===== src/rtl/fp_std_pkg.sv =====
// Shared definitions for the 24-bit float add/sub pipeline:
// 1 sign bit, 8-bit biased exponent, 15-bit mantissa.
package fp_std_pkg;

  localparam int FP_EXP_W = 8;
  localparam int FP_MAN_W = 15;
  localparam logic [FP_EXP_W-1:0] FP_EXP_MAX = 8'hFF;
  localparam int FP_BIAS = 127;

  localparam logic [23:0] FP_QNAN = 24'h7FC000;
  localparam logic [23:0] FP_ZERO = 24'h000000;

  typedef struct packed {
    logic                sign;
    logic [FP_EXP_W-1:0] exp;
    logic [FP_MAN_W-1:0] man;
  } fp24_t;

endpackage


===== src/rtl/fp_lzc16.sv =====
// Combinational leading-zero counter for a 16-bit word; all-zero input reads 16.
module fp_lzc16 (
  input  logic [15:0] i_data,
  output logic [4:0]  o_count
);

  // Scan from LSB upward so the most significant set bit wins last.
  always_comb begin
    o_count = 5'd16;
    for (int i = 0; i < 16; i++) begin
      if (i_data[i]) begin
        o_count = 5'(15 - i);
      end
    end
  end

endmodule


===== src/rtl/fp_std_1.sv =====
// Consumer stage of the 24-bit float add/sub pipeline: picks add or subtract,
// normalises, resolves specials and overflow, and packs the truncated result.
module fp_std_1
  import fp_std_pkg::*;
#(
  parameter int WIDTH = 24
) (
  input  logic             clk_i,
  input  logic             rst_i,
  input  logic             valid_i,
  output logic             ready_o,
  input  logic [16:0]      add_result_mantissa_i,
  input  logic [15:0]      sub_result_mantissa_i,
  input  logic             max_sign_i,
  input  logic             min_sign_i,
  input  logic [7:0]       max_exponent_i,
  input  logic [WIDTH-1:0] max_result_i,
  input  logic [WIDTH-1:0] min_result_i,
  output logic             valid_o,
  input  logic             ready_i,
  output logic [WIDTH-1:0] result_o
);

  logic             w_en;
  logic [4:0]       w_lz;
  logic             r_validA;
  logic             r_validB;
  logic [16:0]      r_addMan;
  logic [15:0]      r_subMan;
  logic [7:0]       r_maxExp;
  logic             r_maxSign;
  logic             r_effSub;
  logic             r_isSpecial;
  logic             r_isNan;
  logic [4:0]       r_lz;
  logic [WIDTH-1:0] r_maxResult;
  logic [WIDTH-1:0] r_result;
  fp24_t            w_res;
  logic [8:0]       w_expInc;
  logic [8:0]       w_expSub;
  logic             w_normSub;
  logic [4:0]       w_shAmt;
  logic [15:0]      w_shifted;
  logic             w_unused;

  // Both stages advance together whenever the output slot is free or draining.
  assign w_en     = !r_validB | ready_i;
  assign ready_o  = w_en;
  assign valid_o  = r_validB;
  assign result_o = r_result;
  assign w_unused = ^{min_result_i[WIDTH-1], min_result_i[FP_MAN_W-1:0],
                      w_expSub[8], w_shifted[15]};

  fp_lzc16 u_lzc (
    .i_data  (sub_result_mantissa_i),
    .o_count (w_lz)
  );

  always_ff @(posedge clk_i) begin
    if (rst_i) begin
      r_validA <= 1'b0;
      r_validB <= 1'b0;
      r_result <= '0;
    end else if (w_en) begin
      r_validA <= valid_i;
      r_validB <= r_validA;
      if (r_validA) begin
        r_result <= w_res;
      end
    end
  end

  // Stage A payload only needs capturing when a bundle actually transfers.
  always_ff @(posedge clk_i) begin
    if (w_en && valid_i) begin
      r_addMan    <= add_result_mantissa_i;
      r_subMan    <= sub_result_mantissa_i;
      r_maxExp    <= max_exponent_i;
      r_maxSign   <= max_sign_i;
      r_effSub    <= max_sign_i ^ min_sign_i;
      r_lz        <= w_lz;
      r_isSpecial <= (max_exponent_i == FP_EXP_MAX);
      r_isNan     <= (max_sign_i ^ min_sign_i) &&
                     (min_result_i[WIDTH-2 -: FP_EXP_W] == FP_EXP_MAX);
      r_maxResult <= max_result_i;
    end
  end

  // Nine-bit exponent math keeps overflow and underflow from wrapping silently.
  always_comb begin
    w_res     = fp24_t'(FP_ZERO);
    w_expInc  = {1'b0, r_maxExp} + 9'd1;
    w_expSub  = {1'b0, r_maxExp} - {4'b0, r_lz};
    w_normSub = ({1'b0, r_maxExp} > {4'b0, r_lz});
    if (w_normSub) begin
      w_shAmt = r_lz;
    end else if (r_maxExp == 8'd0) begin
      w_shAmt = 5'd0;
    end else begin
      w_shAmt = 5'(r_maxExp - 8'd1);
    end
    w_shifted = r_subMan << w_shAmt;

    if (r_isSpecial) begin
      w_res = r_isNan ? fp24_t'(FP_QNAN) : fp24_t'(r_maxResult);
    end else if (!r_effSub) begin
      w_res.sign = r_maxSign;
      if (r_addMan[16]) begin
        if (w_expInc >= {1'b0, FP_EXP_MAX}) begin
          w_res.exp = FP_EXP_MAX;
          w_res.man = '0;
        end else begin
          w_res.exp = w_expInc[7:0];
          w_res.man = r_addMan[15:1];
        end
      end else if (r_maxExp == 8'd0) begin
        w_res.exp = {7'b0, r_addMan[15]};
        w_res.man = r_addMan[14:0];
      end else begin
        w_res.exp = r_maxExp;
        w_res.man = r_addMan[14:0];
      end
    end else if (r_subMan != 16'd0) begin
      // An exact cancellation falls through to the +0 default.
      w_res.sign = r_maxSign;
      w_res.exp  = w_normSub ? w_expSub[7:0] : 8'd0;
      w_res.man  = w_shifted[14:0];
    end
  end

endmodule


===== config.mk =====
export PLATFORM = sky130hd
export DESIGN_NAME = fp_std_1
export DESIGN_NICKNAME = d
export VERILOG_FILES = /design/src/rtl/fp_std_pkg.sv /design/src/rtl/fp_lzc16.sv /design/src/rtl/fp_std_1.sv
export SDC_FILE = /design/constraint.sdc
export NUM_CORES = 1
export LEC_CHECK = 0
export CORE_AREA = 2 2 120 122
export DETAILED_ROUTE_END_ITERATION = 16
export DIE_AREA = 0 0 122 124
export HOLD_SLACK_MARGIN = 0.12
export PLACE_DENSITY = 0.67
export REMOVE_ABC_BUFFERS = 1
export SLEW_MARGIN = 20
export SYNTH_ARGS = -nofsm -noshare
export SYNTH_HDL_FRONTEND = slang
export SYNTH_SLANG_ARGS = --single-unit

===== constraint.sdc =====
create_clock -name clk_i -period 6.75 [get_ports clk_i]
set_clock_uncertainty 0.15 [all_clocks]
set_input_delay 1.0125 -clock clk_i [delete_from_list [all_inputs] [get_ports clk_i]]
set_output_delay 1.0125 -clock clk_i [all_outputs]
set_load 0.02 [all_outputs]

* Yosys cells after proc, flatten, opt, wreduce, memory -nomap -nowiden
Cells that the tools add are included.
** Storage, ports and cells
- Input port bits :: 95
- Register bits :: 100
- Logic and storage cells :: 61
- Output and inout port bits :: 26
** Cells by class
- Shifts and indexed selects :: 1
- $lt $le $gt $ge :: 2
- Add/sub/neg operators :: 3
- Reduce and logical (&&, ||, !) cells :: 10
- Bitwise operators :: 2
- Equal/unequal tests :: 2
- Mux-type cells :: 25
** Operators by type and width (count)
- 24-bit two-way mux :: 4
- 23-bit two-way mux :: 3
- 4-bit two-way mux :: 7
- 8-bit equality test (second input constant) :: 2
- 16-bit nonzero test :: 1
- 16-bit by 5-bit left shift with 15-bit output :: 1
- 5-bit two-way mux :: 3
- 15-bit OR reduction :: 1
- 3-bit two-way mux :: 4
- 8-bit by 1-bit adder with 9-bit output (second input constant) :: 1
- 9-bit by 8-bit >= comparator with 1-bit output (second input constant) :: 1
- 8-bit by 5-bit > comparator with 1-bit output :: 1
- 8-bit logical NOT :: 1
- 8-bit two-way mux :: 1
- 8-bit OR reduction :: 1
- 8-bit by 5-bit subtractor with 8-bit output :: 1
- 5-bit by 1-bit subtractor with 5-bit output (second input constant) :: 1
- 2-bit two-way mux :: 2
- 4-bit OR reduction :: 1
- 1-bit logical AND :: 2
- 2-bit AND reduction :: 1
- 2-bit OR reduction :: 1
- 1-bit logical NOT :: 1
- 1-bit two-way mux :: 1
- other kinds (2) :: 2

* Logic depth before layout (Yosys ltp)
Gate-level depths: netlist (run 1).
- Word-level depth :: 15
- Depth in mapped cells :: 14
- Depth with buffers taken out :: 12

* By module
A second synthesis (run 1) with hierarchy kept.
** Unflattened totals
- Cell total of the unflattened synthesis :: 553
- Area total of the unflattened synthesis :: 5564.1 µm²
** Modules (own cells, without submodules)
- fp_std_1 :: cells an instance 521, area each 5375.2 µm², seq. area each 2742.6 µm², instances 1
- fp_lzc16 :: cells an instance 32, area each 188.9 µm², seq. area each 0.0 µm², instances 1

* Worst setup path after synthesis (run 1)
OpenSTA, ideal clock, no wires.
- Kind :: input -> register
- Start :: in ready_i
- End :: reg r_addMan[0], enable pin
- Data required time :: 6.159 ns
- Stages on the path :: 2
- Data arrival time :: 3.115 ns
- Slack :: 3.044 ns
- Path through :: nand2b_1 -> and2_1
** On the way
- Cells in the longest elaborated chain, start to end :: 2
** Ends and longest elaborated chain
- start, declared :: RTL line fp_std_1.sv:20 : input logic ready_i,
- 1-bit bitwise OR :: RTL line fp_std_1.sv:47 : assign w_en = !r_validB | ready_i;
- 1-bit logical AND :: RTL line fp_std_1.sv:75 : if (w_en && valid_i) begin
- end signal, assigned :: RTL line fp_std_1.sv:76 : r_addMan <= add_result_mantissa_i;
- end, declared :: RTL line fp_std_1.sv:28 : logic [16:0] r_addMan;
Every way passes these cells.
A chain may end at the register's enable or synchronous reset.

* Worst setup path in the final report (run 1)
- Start :: reg r_maxExp[0]
- End :: reg r_result[12] (netlist: result_o[12])
** On the way
- Cells in the longest elaborated chain, start to end :: 7
- Elaborated cells between the ends (all ways) :: 13
- Classes of those cells :: add/sub: 2; order compare: 2; shift: 1; mux: 7; reduce/logical: 1
** Ends and longest elaborated chain
- start, declared :: RTL line fp_std_1.sv:30 : logic [7:0] r_maxExp;
- start signal, assigned :: RTL line fp_std_1.sv:78 : r_maxExp <= max_exponent_i;
- branches (longest 5 deep; another with 8-bit by 1-bit adder with 9-bit output)
- 24-bit two-way mux (*) :: RTL line fp_std_1.sv:106 : end else if (!r_effSub) begin
- 24-bit two-way mux (*) :: RTL line fp_std_1.sv:104 : if (r_isSpecial) begin
- end signal, assigned :: RTL line fp_std_1.sv:68 : r_result <= w_res;
- end, declared :: RTL line fp_std_1.sv:37 : logic [WIDTH-1:0] r_result;
Mark *: on every way between the ends.

==> metrics, run 1 <==
detailed-routing wirelength on met1 6387 um; data required time of the critical path 6.82 ns; combinational family with the most area after synthesis compound AO/OA/AOI/OAI gates; outcome finished, final reports clean; XOR/XNOR share of the synthesized area 1.609%; GRT Residual Overflow 0; Die Wd 122 um; clock sinks 100; RSZ-0062 raised after global routing no; type of origin of the critical path flip-flop; H-tree level count 3; ANT nets after route 0; worst-case clock buffer depth 2; fraction of final layout cells sized beyond drive strength 1 5.428%; CTS tree yes; sequential fraction of the synthesis area 50.39%; number of unique standard cell types used by synthesis 68; max-slew violation count 0; diodes inserted 0; Leakage 2.445 nW; row count 43; final critical path time including I/O delays and setup 4.309 ns; via count 4,501; routed wire length per instance 18.35 um; post-detailed-route via-to-cell ratio 5.712; wire length of the first global-routing pass 22,250 um; IO buf count 104; quantity of gates resized following cts 0; uppermost routed layer met4; routed wl met2 6950 um; most used cells in the layout excluding fill and tap cells sky130_fd_sc_hd__clkdlybuf4s50_1, sky130_fd_sc_hd__edfxtp_1, sky130_fd_sc_hd__a21oi_1; flip-flop cell with the highest count after synthesis sky130_fd_sc_hd__edfxtp_1; post-synthesis instance total 512; kind of capture point of the worst setup path flip-flop; Async S/R FF share, synth 0%; count of flip-flops with a built-in enable after synthesis 74; Post-Syn Area 5443 um2; number of max-cap violations 0; DPL Wire Length 10,460 um; worst setup path class flip-flop to flip-flop; Avg Inst Size Synth 10.63 um2; achievable clock frequency 232.1 MHz; Clk pin slew, worst setup/hold paths 0.07 ns; Clock Latency Late Sink 0.35 ns; area growth from synthesis to layout 26.62%; I/O pin count 121; VDD IR-drop max 0.1277 mV; routability congestion estimate from global placement 0.8799; root buffer selected by CTS sky130_fd_sc_hd__clkbuf_16; Yosys reg bits 100; simple logic cell fraction of the synthesized area 15.54%; most common cell after layout, fill and taps aside sky130_fd_sc_hd__clkdlybuf4s50_1; adder and majority cell fraction of the synthesized area 2.207%; placed cells 772; mux contribution to synthesized area 6.414%; CTS Hold Buffers Added 0; starting density of the core 39.67%; detailed-route DRC error count 0; non-filler instance count after layout 788; routed length on met3 910 um; Core Area 13,720 um2; number of global-route vias before repair 4,332; die extent in y 124 um; antenna violations before repair 0; area of the die 15,130 um2; highest fanout seen on the critical path 14; count of warnings emitted by yosys 0; overall track demand over capacity in global routing 19.12%; total wire length after detailed routing 14,460 um; Final period util 63.84%; compound-gate portion of the synthesized area 19.91%; count of final setup violators 0; worst slew margin relative to its limit 31.42%; worst hold-check path type flip-flop to flip-flop; maximum number of pins on one net before global-route repair 76; Iter 0 DRT Violations 348; power density normalized to cell area 219.0 nW/um2; total CTS buffers 9; worst path arrival time 4.38 ns; worst slew pin tran 1.009 ns; final hold viol count 0; number of buffers inserted by post-CTS setup repair 0; Sum Neg Setup Slack 0 ns; final layout net count 707; 1st-pass router iterations 5
==> power by group <==
| part | switching (W) | internal (W) | total (W) |
|---|---|---|---|
| registers | 0.0000361 | 0.000704 | 0.000740 |
| logic | 0.000146 | 0.000132 | 0.000277 |
| clock network | 0.000218 | 0.000273 | 0.000491 |
==> metrics by stage <==
stage          util (%)  setup slack (ns)  instance area (um2)  hold WS, ns  total power [W]
2_1_floorplan         -             2.925                 5296       0.2996        0.0008991
3_3_place_gp      48.17             2.512                 6609       0.2897         0.001023
3_5_place_dp      48.17             2.483                 6609       0.2982         0.001029
4_1_cts           50.23             2.447                 6892       0.3053         0.001523
5_1_grt           50.23             2.151                 6892       0.3221         0.001571
6_report          50.23             2.441                 6892       0.3033         0.001509
==> registers in the layout, summed over array words and instances, names as in the netlist <==
signal       cells
r_addMan        17
r_effSub         1
r_isNan          1
r_isSpecial      1
r_lz             5
r_maxExp         8
r_maxResult     24
r_maxSign        1
r_subMan        16
r_validA         1
result_o        24
valid_o          1
==> layer usage <==
metal  vias up  track usage (%)
li1       2165                -
met1      2157            24.19
met2       161            32.65
met3        18            4.167
met4         0            6.178
met5         -                0
==> critical path: stages (launching register included) <==
cell and delay [ns]:
sky130_fd_sc_hd__edfxtp_1 0.52, sky130_fd_sc_hd__inv_1 0.22, sky130_fd_sc_hd__ha_1 0.19, sky130_fd_sc_hd__inv_1 0.05
sky130_fd_sc_hd__fa_1 0.42, sky130_fd_sc_hd__a211o_1 0.29, sky130_fd_sc_hd__a211o_1 0.34, sky130_fd_sc_hd__nand2_4 0.14
sky130_fd_sc_hd__mux2i_2 0.85, sky130_fd_sc_hd__mux4_2 0.62, sky130_fd_sc_hd__a221oi_1 0.27, sky130_fd_sc_hd__a221oi_1 0.11
==> layout make-up <==
class | count | area (um2)
clock inverters | 3 | 21.27
fillers | 1294 | 6828
inverters | 18 | 67.56
clock buffers | 13 | 261.5
flip-flops and latches | 100 | 2743
well taps | 180 | 225.2
repair buffers | 110 | 1086
multi-input cells | 364 | 2487
==> worst paths after layout <==
path	depth (start not counted)	end	slack, ns	start
setup / recovery	11	result_o[12]	2.44	r_maxExp[0]
hold / removal	2	result_o[15]	0.30	result_o[15]
setup reg to reg	11	result_o[12]	2.44	r_maxExp[0]
hold reg to reg	2	result_o[15]	0.30	result_o[15]
==> cell families after synthesis <==
family                   Yosys count
multiplexers                      29
AO/OA/AOI/OAI                    155
buffers and inverters             48
XOR/XNOR                          10
adder cells (fa/ha/maj)            9
flip-flops                       100
AND/OR/NAND/NOR                  161
==> cells in the mapped netlist, drive strengths merged (4+ instances only) <==
cell    instances  share of area [%]
mux4            4                1.7
nor4           12                1.4
a21oi          42                3.9
a211oi          7                1.1
and2            4               0.46
nor2b           4               0.46
ha              8                1.8
o22ai           5               0.57
a22o            8                1.3
a22oi           9                1.2
dfxtp          26                9.6
o21bai          6               0.83
mux2i          24                4.5
a221o           4               0.74
buf            13                1.5
o21a            4               0.55
a221oi          9                1.7
nand3b          5               0.69
nand2          33                2.4
nor3           19                1.7
edfxtp         74                 41
o211ai          8                1.1
inv            17                1.2
nand3          11                1.0
a21boi          4               0.55
o21ai          22                2.1
nor2           37                2.6
clkbuf         17                1.2
or3             6               0.87
xor2            9                1.4
nand2b         12                1.4
nand4           6               0.69
No activity file was read; power rests on OpenSTA's default activity.
==> run 2, diff against run 1 <==
==> constraint.sdc (replaced) <==
create_clock -name clk_i -period 4.4 [get_ports clk_i]
set_clock_uncertainty 0.15 [all_clocks]
set_input_delay 0.66 -clock clk_i [delete_from_list [all_inputs] [get_ports clk_i]]
set_output_delay 0.66 -clock clk_i [all_outputs]
set_load 0.02 [all_outputs]
==> metrics, run 2 (same netlist as run 1, synthesis figures left out) <==
number of buffers inserted by post-CTS setup repair 0 (unchanged); Leakage 2.474 nW (+1.2%); worst hold-check path type flip-flop to flip-flop; number of global-route vias before repair 4,359 (+0.62%); DPL Wire Length 10,860 um (+3.8%); RSZ-0062 raised after global routing no; power density normalized to cell area 332.6 nW/um2 (+52%); via count 4,562 (+1.4%); row count 43 (unchanged); max-slew violation count 0 (unchanged); total CTS buffers 9 (unchanged); worst slew margin relative to its limit 38.86% (+7.4 points); peak per-stage delay on the critical path 0.51 ns (-0.34 ns); final hold viol count 0 (unchanged); overall track demand over capacity in global routing 19.45% (+0.33 points); routability congestion estimate from global placement 0.8933 (+1.5%); outcome finished, final reports clean; Sum Neg Setup Slack 0 ns (unchanged); post-detailed-route via-to-cell ratio 5.746 (+0.59%); launch point of the worst hold path result_o[15]; starting density of the core 39.67% (unchanged); most used cells in the layout excluding fill and tap cells sky130_fd_sc_hd__clkdlybuf4s50_1, sky130_fd_sc_hd__edfxtp_1, sky130_fd_sc_hd__a21oi_1; GRT Residual Overflow 0 (unchanged); final core utilization 50.57% (+0.34 points); startpoint of the most critical register-to-register path r_maxExp[0]; H-tree level count 3 (unchanged); wire length of the first global-routing pass 22,620 um (+1.7%); number of buffers and inverters on the critical path 3 (+1); highest fanout seen on the critical path 10 (-4); die extent in y 124 um (unchanged); area growth from synthesis to layout 27.47%; Iter 0 DRT Violations 403 (+16%); final layout net count 713 (+0.85%); total wire length after detailed routing 14,660 um (+1.4%); worst setup path class flip-flop to flip-flop; routed wire length per instance 18.46 um (+0.63%); IO buf count 104 (unchanged); Clock Latency Late Sink 0.34 ns (about the same); ANT nets after route 0 (unchanged); CTS tree yes; Critical-path top delay cell sky130_fd_sc_hd__edfxtp_1; antenna violations before repair 1 (+1); critical-path cell list inv_1 > ha_1 > inv_1 > fa_1 > a211o_1 > a211o_1 > nand2_4 > mux2i_2 > buf_4 > nand2_1 > o32ai_1 > a211oi_1 > a311oi_1; diodes inserted 0 (unchanged); logic depth of the worst path, buffers included 13 (+2); number of max-cap violations 0 (unchanged); type of origin of the critical path flip-flop; VDD IR-drop max 0.1912 mV (+50%); data required time of the critical path 4.50 ns (-2.32 ns); CTS Hold Buffers Added 0 (unchanged); Final period util 90.01% (+26 points); largest delay contributor family on the critical path compound AO/OA/AOI/OAI gates; quantity of gates resized following cts 0 (unchanged); FF-to-FF path depth 13 (+2); kind of capture point of the worst setup path flip-flop; detailed-route DRC error count 0 (unchanged); achievable clock frequency 252.5 MHz (+8.8%); final critical path time including I/O delays and setup 3.960 ns (-0.3486 ns); area of the die 15,130 um2 (unchanged); maximum number of pins on one net before global-route repair 40 (-47%); 1st-pass router iterations 6 (+1); most common cell after layout, fill and taps aside sky130_fd_sc_hd__clkdlybuf4s50_1; clock sinks 100 (unchanged); Clk pin slew, worst setup/hold paths 0.07 ns (about the same); Core Area 13,720 um2 (unchanged); fraction of final layout cells sized beyond drive strength 1 6.678% (+1.2 points); Critical Path Source r_maxExp[0]; worst-case clock buffer depth 2 (unchanged); count of final setup violators 0 (unchanged); Worst Hold Path Cells 2 (unchanged); worst slew pin tran 0.9171 ns (-0.09162 ns); I/O pin count 121 (unchanged); worst path arrival time 4.06 ns (-0.32 ns); Die Wd 122 um (unchanged); root buffer selected by CTS sky130_fd_sc_hd__clkbuf_16
## run 2: power breakdown
group | total, W | switching [W] | internal (W)
Sequential | 0.00113 | 0.0000476 | 0.00108
Clock | 0.000738 | 0.000349 | 0.000389
Combinational | 0.000443 | 0.000235 | 0.000208
## run 2: worst register-to-register path: cells and delay by family (launching register included)
family,cells,cell delay [ns]
AO/OA/AOI/OAI,5,1.32
adder cells (fa/ha/maj),2,0.62
buffers and inverters,3,0.56
flip-flops,1,0.51
multiplexers,1,0.48
AND/OR/NAND/NOR,2,0.24
## run 2: worst paths after layout
| check | to | slack (ns) |
|---|---|---|
| setup / recovery | result_o[8] | 0.44 |
| hold / removal | result_o[15] | 0.30 |
| setup reg to reg | result_o[8] | 0.44 |
| hold reg to reg | result_o[15] | 0.30 |
## run 2: area by class of cell
cell class              count  area, um2
fillers                  1215       6782
clock buffers              11      232.7
inverters                  18      67.56
flip-flops and latches    100       2743
clock inverters             5      38.79
well taps                 180      225.2
multi-input cells         364       2487
repair buffers            116       1144
## run 2: stage by stage
stage	instance area (um2)	std cells	hold slack, ns	setup slack, ns	total power, W
final	6938	794	0.3037	0.4396	0.002308
after floorplan	5296	482	0.2996	0.5755	0.001379
after global routing	6938	794	0.3438	0.2383	0.002398
after detailed placement	6666	778	0.2939	0.4750	0.001587
after global placement	6666	778	0.2891	0.5475	0.001577
after CTS	6938	794	0.3029	0.4515	0.002320
## run 2: per-layer routing
layer  wire, um  global-route usage, %
met1       6299                  24.88
met2       7064                  33.24
met3       1001                  4.212
met4        286                  5.603
met5          7                      0
